### config.mk
export PLATFORM = sky130hd
export DESIGN_NAME = instr_fetch_unit
export DESIGN_NICKNAME = d
export VERILOG_FILES = /design/src/rtl/instr_fetch_unit.sv
export SDC_FILE = /design/constraint.sdc
export NUM_CORES = 1
export LEC_CHECK = 0
export CORE_MARGIN = 4
export CORE_UTILIZATION = 25
export CTS_BUF_LIST = sky130_fd_sc_hd__clkbuf_4 sky130_fd_sc_hd__clkbuf_8
export CTS_CLUSTER_DIAMETER = 60
export CTS_CLUSTER_SIZE = 10
export DETAILED_ROUTE_END_ITERATION = 6
export SETUP_SLACK_MARGIN = 0.4
export SLEW_MARGIN = 10
export SYNTH_ARGS = -nofsm -noshare
export SYNTH_HDL_FRONTEND = slang
export SYNTH_SLANG_ARGS = --single-unit
export TNS_END_PERCENT = 5
### constraint.sdc
create_clock -name clock -period 1.8 [get_ports clock]
set_clock_uncertainty 0.2 [all_clocks]
set_input_delay 0.54 -clock clock [delete_from_list [all_inputs] [get_ports clock]]
set_output_delay 0.54 -clock clock [all_outputs]
set_load 0.02 [all_outputs]
### src/rtl/instr_fetch_unit.sv
// rtl/instr_fetch_unit.sv - fetch stage: PC, imem request/ack handshake, instruction register and field slicing
// Branch redirects during an in-flight request drain the stale response before the target is fetched.
module instr_fetch_unit #(
  parameter int PC_WIDTH    = 12,
  parameter int INSTR_WIDTH = 19
) (
  input  logic                   clock,
  input  logic                   rst,
  input  logic                   enablePC,
  input  logic                   stall,
  input  logic                   branchTaken,
  input  logic [PC_WIDTH-1:0]    branchTarget,
  output logic                   imemReq,
  output logic [PC_WIDTH-1:0]    imemAddr,
  input  logic                   imemAck,
  input  logic [INSTR_WIDTH-1:0] imemData,
  output logic                   instrValid,
  output logic [INSTR_WIDTH-1:0] instr,
  output logic [PC_WIDTH-1:0]    pc,
  output logic [PC_WIDTH-1:0]    pcPlus1,
  output logic [1:0]             lasttwoBits,
  output logic [2:0]             lastthreeBits,
  output logic [2:0]             threeBitFn,
  output logic [1:0]             twoBitFn,
  output logic [2:0]             ri1,
  output logic [2:0]             ri2,
  output logic [2:0]             ri3,
  output logic [7:0]             imm
);

  typedef enum logic [1:0] {
    S_IDLE  = 2'd0,
    S_FETCH = 2'd1,
    S_DRAIN = 2'd2,
    S_ISSUE = 2'd3
  } state_t;

  localparam logic [PC_WIDTH-1:0] PC_ONE = {{(PC_WIDTH-1){1'b0}}, 1'b1};

  state_t                 state_q, state_d;
  logic [PC_WIDTH-1:0]    fetch_pc_q, fetch_pc_d;
  logic [PC_WIDTH-1:0]    req_addr_q, req_addr_d;
  logic [PC_WIDTH-1:0]    pc_q, pc_d;
  logic [INSTR_WIDTH-1:0] instr_q, instr_d;
  logic                   instr_valid_q, instr_valid_d;
  logic                   imem_req_q, imem_req_d;
  logic                   consume;

  assign consume = instr_valid_q & enablePC & ~stall & ~branchTaken;

  always_comb begin
    state_d       = state_q;
    fetch_pc_d    = fetch_pc_q;
    req_addr_d    = req_addr_q;
    pc_d          = pc_q;
    instr_d       = instr_q;
    instr_valid_d = instr_valid_q;
    unique case (state_q)
      S_IDLE: begin
        state_d    = S_FETCH;
        req_addr_d = fetch_pc_q;
      end
      S_FETCH: begin
        if (branchTaken) begin
          fetch_pc_d = branchTarget;
          if (imemAck) begin
            req_addr_d = branchTarget;
          end else begin
            state_d = S_DRAIN;
          end
        end else if (imemAck) begin
          instr_d       = imemData;
          pc_d          = req_addr_q;
          instr_valid_d = 1'b1;
          fetch_pc_d    = req_addr_q + PC_ONE;
          state_d       = S_ISSUE;
        end
      end
      S_DRAIN: begin
        if (branchTaken) begin
          fetch_pc_d = branchTarget;
        end
        // A redirect landing on the drain ack cycle must win over the older target.
        if (imemAck) begin
          req_addr_d = branchTaken ? branchTarget : fetch_pc_q;
          state_d    = S_FETCH;
        end
      end
      S_ISSUE: begin
        if (branchTaken) begin
          instr_valid_d = 1'b0;
          fetch_pc_d    = branchTarget;
          req_addr_d    = branchTarget;
          state_d       = S_FETCH;
        end else if (consume) begin
          instr_valid_d = 1'b0;
          req_addr_d    = fetch_pc_q;
          state_d       = S_FETCH;
        end
      end
      default: state_d = S_IDLE;
    endcase
    imem_req_d = (state_d == S_FETCH) || (state_d == S_DRAIN);
  end

  always_ff @(posedge clock) begin
    if (rst) begin
      state_q       <= S_IDLE;
      fetch_pc_q    <= '0;
      req_addr_q    <= '0;
      pc_q          <= '0;
      instr_q       <= '0;
      instr_valid_q <= 1'b0;
      imem_req_q    <= 1'b0;
    end else begin
      state_q       <= state_d;
      fetch_pc_q    <= fetch_pc_d;
      req_addr_q    <= req_addr_d;
      pc_q          <= pc_d;
      instr_q       <= instr_d;
      instr_valid_q <= instr_valid_d;
      imem_req_q    <= imem_req_d;
    end
  end

  assign imemReq       = imem_req_q;
  assign imemAddr      = req_addr_q;
  assign instrValid    = instr_valid_q;
  assign instr         = instr_q;
  assign pc            = pc_q;
  assign pcPlus1       = pc_q + PC_ONE;
  assign lasttwoBits   = instr_q[18:17];
  assign lastthreeBits = instr_q[18:16];
  assign threeBitFn    = instr_q[16:14];
  assign twoBitFn      = instr_q[15:14];
  assign ri1           = instr_q[13:11];
  assign ri2           = instr_q[10:8];
  assign ri3           = instr_q[7:5];
  assign imm           = instr_q[7:0];

endmodule

Yosys cells after proc, flatten, opt, wreduce, memory -nomap -nowiden
Index checks and enable logic that the tools add are counted.
{"block": "word_totals", "input_bits": 37, "wordCells": 56, "output_inout_bits": 84, "register_bits": 59}
{"block": "op_classes", "n_addsub": 2, "n_eq_ne": 11, "bitwise": 5, "n_mux": 22, "n_reduce_logical": 9}
{"operator": "2-to-1 mux 12 bit", "count": 8}
{"operator": "one-hot mux 12 bit (4 select lines)", "count": 1}
{"operator": "adder 12 x 1 -> 12 bit (second input constant)", "count": 2}
{"operator": "one-hot mux 12 bit (2 select lines)", "count": 1}
{"operator": "2-to-1 mux 2 bit", "count": 6}
{"operator": "!= test 2 bit (second input constant)", "count": 4}
{"operator": "one-hot mux 2 bit (4 select lines)", "count": 1}
{"operator": "AND reduction 4 bit", "count": 2}
{"operator": "== test 2 bit (second input constant)", "count": 3}
{"operator": "!= test 3 bit (second input constant)", "count": 2}
{"operator": "== test 2 x 1 -> 1 bit (second input constant)", "count": 2}
{"operator": "2-to-1 mux 1 bit", "count": 4}
{"operator": "nonzero test 2 bit", "count": 2}
{"operator": "bitwise AND 1 bit", "count": 3}
{"operator": "AND reduction 3 bit", "count": 1}
{"operator": "logical NOT 2 bit", "count": 1}
{"operator": "NOT 1 bit", "count": 2}
{"operator": "one-hot mux 1 bit (2 select lines)", "count": 1}
{"operator": "AND reduction 2 bit", "count": 1}
{"operator": "OR reduction 2 bit", "count": 1}
{"operator": "logical OR 1 bit", "count": 1}

Depth between registers and ports, before layout
Gate-level depths: netlist of the first run.
{"block": "logic_depth", "depth_word": 8, "depth_mapped": 7, "mapped_depth_nobuf": 5}

Least setup slack after synthesis of the first run
No wires, ideal clock.
{"block": "synth_path", "kind": "register to output", "start": "register pc_q[2], in the netlist pc[2]", "end": "output pcPlus1[7]", "stages_incl_launch_ff": 5, "slack_ns": -0.382, "required_ns": 1.060, "arrival_ns": 1.442, "n_path_buf": 0, "path_cell_list": "dfxtp_1 > and3_1 > and3_1 > and3_1 > xor2_1"}
{"block": "synth_via", "elab_chain_cells": 1}
{"element": "from (decl)", "line": "43", "rtl": "logic [PC_WIDTH-1:0] pc_q, pc_d;"}
{"element": "from (signal assigned)", "line": "119", "rtl": "pc_q <= pc_d;"}
{"element": "adder 12 x 1 -> 12 bit", "line": "131", "rtl": "assign pcPlus1 = pc_q + PC_ONE;"}
{"element": "to (decl)", "line": "20", "rtl": "output logic [PC_WIDTH-1:0] pcPlus1,"}
No other way between the ends.

Final worst setup path of the first run
{"block": "layout_path", "start": "register pc_q[2], in the netlist pc[2]", "end": "output pcPlus1[9]"}
The elaborated chain is that of the path after synthesis.

==> results of run 1 <==
==> placed cells by master (no fill, tap or decap), drive strengths merged <==
cell type	count
a211oi	18
a21oi	45
a221oi	3
a311oi	5
and2	1
and3	12
and3b	1
buf	149
bufinv	1
clkbuf	13
clkdlybuf4s15	4
clkdlybuf4s50	31
clkinv	2
dfxtp	59
dlygate4sd2	2
ha	2
inv	5
mux2i	13
nand2	79
nand2b	1
nand3	7
nand3b	1
nand4	2
nor2	24
nor2b	1
nor3	4
nor3b	1
nor4	7
o21a	3
o21ai	11
o22ai	1
o311a	2
o31a	3
or2	1
or3	3
xnor2	9
xor2	5
==> worst max-delay path: stages (launching register included) <==
cell     delay (ps)
dfxtp_4         340
and3_4          170
and3_4          190
and3_4          210
xor2_4          140
buf_6           130
==> cells by family after synthesis <==
family / after synthesis / share of synthesized area
mux: 13 / 0.0421
buf+inv: 60 / 0.116
fa+ha+maj: 2 / 0.00810
compound gates: 91 / 0.201
flops: 59 / 0.382
simple gates: 145 / 0.211
xor+xnor: 14 / 0.0397
==> per-stage QoR <==
step	area, µm²	setup TNS (ps)	hold WS [ps]
after CTS	5080	-4000	274
final	5680	-3600	284
after detailed placement	4840	-37420	265
after floorplan	3220	-1630	267
after global placement	4840	-34240	260
after global routing	5680	-4850	301
==> report_power, final <==
group | switching [W] | total (W) | internal (W)
Sequential | 0.000111 | 0.00150 | 0.00139
Combinational | 0.000573 | 0.00112 | 0.000548
Clock | 0.000506 | 0.00124 | 0.000737
==> Yosys cell counts (4+ instances only) <==
cell / n
inv_1: 5
clkbuf_1: 12
a21oi_1: 44
nor4_1: 7
nand2_1: 79
dfxtp_1: 59
a211oi_2: 8
mux2i_1: 13
buf_2: 8
a311oi_1: 5
nor2_1: 24
o21ai_0: 11
nor3_1: 4
xnor2_1: 9
nand3_1: 7
and3_1: 12
buf_4: 30
xor2_1: 5
a211oi_1: 10
==> per-layer routing <==
metal  share of wire  up-vias  wire length [µm]  track usage
met5               0        -                 0            0
met4           0.017        0               179       0.0536
met3           0.049       12               513       0.0332
met2            0.52       86              5430        0.236
met1            0.41     1532              4280        0.158
li1                -     1592                 -            -
==> cell type report <==
type	count	share of cell area
Timing Repair Buffer	186	0.319
Clock inverter	2	0.00617
Clock buffer	13	0.0293
Inverter	6	0.00419
Sequential cell	59	0.228
Multi-Input combinational cell	265	0.376
Tap cell	168	0.0370
==> sequential cells by signal (all words and copies together) (netlist names) <==
name,flops
instr,19
fetch_pc_q,12
imemAddr,12
pc,12
state_q,2
imemReq,1
instrValid,1
==> how the worst min path moves through the flow <==
stage	to	slack [ps]	cells past startpoint
4_1_cts	pc[8]$_SDFFE_PP0P_	270	2
6_report	instr[8]$_SDFFE_PP0P_	280	2
2_1_floorplan	fetch_pc_q[3]$_SDFFE_PP0P_	270	2
3_3_place_gp	instr[8]$_SDFFE_PP0P_	260	2
5_1_grt	state_q[1]$_SDFF_PP0_	300	4
3_5_place_dp	pc[8]$_SDFFE_PP0P_	260	2
==> what timing repair did <==
item | CTS | global route
endpoints found under the setup margin | 143 | 142
buffers inserted | 0 | 1
gates resized for setup | 396 | 272
hold buffers | 0 | 0
pin swaps | 22 | 86
cloned | 0 | 0
==> run metrics, run 1 <==
critical path fanouts, max 4; Initial DRC Count 140; DRC violations left 0; Period minus WS final approximately 2300 ps; Fmax 444 MHz; Power Density a little under 700 nW/µm²; RSZ-0062 raised after global routing yes; # rows 40; Final HPWL DP approximately 7400 µm; Hold WC Path Type flip-flop to flip-flop; top-area cell type share of the netlist area 0.382; die area about 14000 µm²; initial antenna violation count 0; Crit. Startpoint pc[2]$_SDFFE_PP0P_; crit share post-route 1.25; asr flop ratio synth 0; Multi-input gate area 2130 µm²; Via Count between 3000 and 4000; clock buffer depth 2; CTS tree built; diode count 0; utilization after layout 0.471; largest cells by area after synthesis dfxtp_1 38%, nand2_1 9.6%, buf_4 7.3%; Arr. time, crit path ~1500 ps; initial core utilization 0.256; first-pass GRT wire length around 16000 µm; Leakage ~2.5 nW; R2R cell count 6; Die X around 120 µm; total CTS buffers 9; drt total wl between 10000 and 15000 µm; number of distinct library cells after synthesis 41; r2r endpoint imemAddr[8]$_SDFFE_PP0P_; status finished with violations; via-per-instance ratio around 4.6; worst r2r src state_q[0]$_SDFF_PP0_; Post-Syn Instances 384; worst setup path end pcPlus1[9]; global placement routability congestion roughly 0.86; Worst-Skew Late Latency about 330 ps; Max-cap violations 0; layout cell share with drive strength beyond 1 0.595; failing checks negative setup slack; port bufs between 100 and 150; crit start category flip-flop; core area between 10000 and 15000 µm²; post-placement setup slack -633 ps; area delta synth->final 83.8%; Final Non-Filler Cells ~700; worst path required time ~1100 ps; critical path type flip-flop to output port; CTS root buf clkbuf_8; number of global-route vias before repair 3120; area leader, netlist dfxtp_1; sequential element share of the synthesized area 0.382; H-Tree Depth 3; pin count of the biggest net entering global routing 27; final max-slew violation count 0; CTS sink cnt 59; Rel. slew slack 0.740; Avg Synthesized Cell Area approximately 8.0 µm²; worst vdd ir 316 µV; FF+latch count, synth 59; setup violators final 12; ys flop type dfxtp_1; min setup slack post-route -451 ps; fillers approximately 1100; R2R setup slack around 90 ps; Hold Crit Start instr[8]$_SDFFE_PP0P_; Syn Std Cell Area roughly 3100 µm²; Synth Warn # 0; storage element area ~1300 µm²; TritonRoute pass-1 iters 5; WL per Instance ~15 µm; Tot GR Track Use 0.135; clock slew at the register clock pins of the worst setup and hold paths about 70 ps; Routed Antenna Nets 0; die height between 100 and 150 µm; EDFF count, synth 0; final hold violations 0; Post-layout nets about 570; Worst Setup End Kind output port; Final Total Pwr 0.00387 W; global route overflow 0; Net Count, Synth between 400 and 500; I/O pin cnt 121; worst slew pin tran 390 ps; post-placement cell count ~680
Power figures use the tool's default switching activity.
==> inputs of run 2 (changes only) <==
Settings changed: REMOVE_ABC_BUFFERS set to 1.
==> run 2 against run 1 <==
Against the previous run:
- the run still ends with negative setup slack left
- largest cell class unchanged
- final cell count shrank 0.86%
- sequential power about the same
- total power down 6.5%
- critical path depth unchanged
- sequential cell count unchanged
- sequential share of layout area up 0.83 points
- core utilization down 2.2 points
- combinational power hardly changed
- clock-buffer cell count is 3 lower
- first-iteration DRC count rose by 9.3%
- register-to-register slack better by 20 ps
==> run metrics, run 2 (synthesis gave the netlist of run 1 again) <==
status finished with violations; failing checks negative setup slack; Hold WC Path Type flip-flop to flip-flop; Seq pwr share 0.415; R2R setup slack about 110 ps; RSZ-0062 raised after global routing yes; critical path fanouts, max 4; CP most frequent cell and3_4; die height between 100 and 150 µm; post-placement setup slack -652 ps; layout cell share with drive strength beyond 1 0.505; worst slew pin tran 322 ps; TritonRoute pass-1 iters 4; WL per Instance between 10 and 15 µm; via-per-instance ratio between 4 and 5; Max stage delay cell, worst path dfxtp_2; drt total wl about 10000 µm; CTS tree built; total CTS buffers 9; Via Count 3152; Max-cap violations 0; Period minus WS final 2240 ps; Comb pwr share 0.306; final max-slew violation count 0; Arr. time, crit path roughly 1500 ps; worst vdd ir approximately 260 µV; Final HPWL DP just over 7000 µm; DRC violations left 0; Worst Setup End Kind output port; r2r endpoint imemAddr[9]$_SDFFE_PP0P_; Fmax about 450 MHz; crit share post-route 1.24; WP buf/inv 1; Power Density about 670 nW/µm²; critical path type flip-flop to output port; Worst-Skew Late Latency 350 ps; Rel. slew slack 0.786; # rows 40; CTS root buf clkbuf_8; number of cells on the critical path 5; clock slew at the register clock pins of the worst setup and hold paths 60 ps; diode count 0; post-CTS setup buffer count 0; die area between 10000 and 15000 µm²; max FFs per register 19; Tot GR Track Use 0.135; pin count of the biggest net entering global routing 60; Leakage between 2 and 2.5 nW; crit start category flip-flop; Initial DRC Count 153; core area between 10000 and 15000 µm²; CTS sink cnt 59; initial core utilization 0.256; Die X between 100 and 150 µm; I/O pin cnt roughly 120; area delta synth->final 75.1%; Top delay family on crit path simple AND/OR/NAND/NOR gates; Internal around 0.0025 W; Switch Pwr about 0.0012 W; clock buffer depth 2; initial antenna violation count 0; setup violators final 13; commonest non-fill, non-tap cell in the layout buf_6; global route overflow 0; global placement routability congestion roughly 0.85; H-Tree Depth 3; worst r2r src state_q[1]$_SDFF_PP0_; Post-layout nets roughly 560; number of global-route vias before repair around 3000; Routed Antenna Nets 0; R2R cell count 5; Crit. Startpoint pc[2]$_SDFFE_PP0P_; Critical Path Max Stage Delay 320 ps; Fin Hold WS about 270 ps; worst path required time approximately 1100 ps; final hold violations 0; most frequent cells in the layout 79 x buf_6, 64 x nand2_1, 51 x buf_4, 42 x a21oi_1, 32 x clkdlybuf4s50_1; port bufs between 100 and 150; sw frac 0.320; min setup slack post-route -440 ps; hold_buf cts 0; first-pass GRT wire length between 15000 and 20000 µm; clock power share 0.279; worst setup path end pcPlus1[7]; worst-path cell chain and3_4, and3_4, and3_4, xor2_2, buf_4; Final Total Pwr 0.00361 W
## run 2: changes by cell type in the layout (fill, tap and decap cells not counted), sizes merged, moves of 2 or more
cell / delta
clkbuf: -3
clkinvlp: +2
clkdlybuf4s15: -3
buf: -4
dlygate4sd2: +2
## run 2: worst register-to-register path, delay by kind of cell (launching register included)
family	cells	cell delay, ps
AOI/OAI and AO/OA	2	520
DFF	1	390
and+or+nand+nor	2	270
buffers and inverters	1	220
## run 2: repair_timing
item | CTS | global route
setup endpoints to repair | 143 | 140
resized for setup | 433 | 210
cloned | 0 | 0
pin swaps | 29 | 53
## run 2: worst min-delay path by stage
stage,start,endpoint,slack [ps],cells after the start
5_1_grt,instr[3]$_SDFFE_PP0P_,instr[3]$_SDFFE_PP0P_,300,2
3_5_place_dp,instr[12]$_SDFFE_PP0P_,instr[12]$_SDFFE_PP0P_,260,2
4_1_cts,pc[8]$_SDFFE_PP0P_,pc[8]$_SDFFE_PP0P_,270,2
2_1_floorplan,fetch_pc_q[3]$_SDFFE_PP0P_,fetch_pc_q[3]$_SDFFE_PP0P_,260,2
3_3_place_gp,instr[3]$_SDFFE_PP0P_,instr[3]$_SDFFE_PP0P_,260,2
6_report,pc[8]$_SDFFE_PP0P_,pc[8]$_SDFFE_PP0P_,270,2
## run 2: final cells by class
| class | instances | area (µm²) |
|---|---|---|
| well taps | 168 | 210 |
| inverters | 6 | 26.3 |
| multi-input cells | 265 | 1910 |
| clock buffers | 10 | 138 |
| clock inverters | 3 | 17.5 |
| flip-flops and latches | 59 | 1280 |
| fillers | 1174 | 6650 |
| repair buffers | 182 | 1820 |
## run 2: metrics by stage
stage / utilization / setup TNS (ps) / std cells / area, µm²
finish: 0.448 / -3700 / 693 / 5410
floorplan: - / -14660 / 330 / 2750
global route: 0.448 / -4830 / 693 / 5410
detailed placement: 0.387 / -37820 / 680 / 4660
global placement: 0.387 / -36620 / 680 / 4660
CTS: 0.402 / -4320 / 693 / 4850
## run 2: power groups by stage
stage | Sequential, W | Clock [W] | Combinational [W]
2_1_floorplan | 0.00162 | 0 | 0.000316
6_report | 0.00150 | 0.00101 | 0.00111
3_3_place_gp | 0.00151 | 0 | 0.000961
4_1_cts | 0.00150 | 0.00105 | 0.000999
5_1_grt | 0.00151 | 0.00111 | 0.00118
3_5_place_dp | 0.00151 | 0 | 0.000972
## run 2: metal layers
| layer | up-vias | GRT usage | part of all wire |
|---|---|---|---|
| met5 | - | 0 | 0 |
| met4 | 0 | 0.0717 | 0.021 |
| met3 | 18 | 0.0256 | 0.045 |
| met2 | 65 | 0.231 | 0.52 |
| met1 | 1482 | 0.158 | 0.41 |
| li1 | 1587 | - | - |
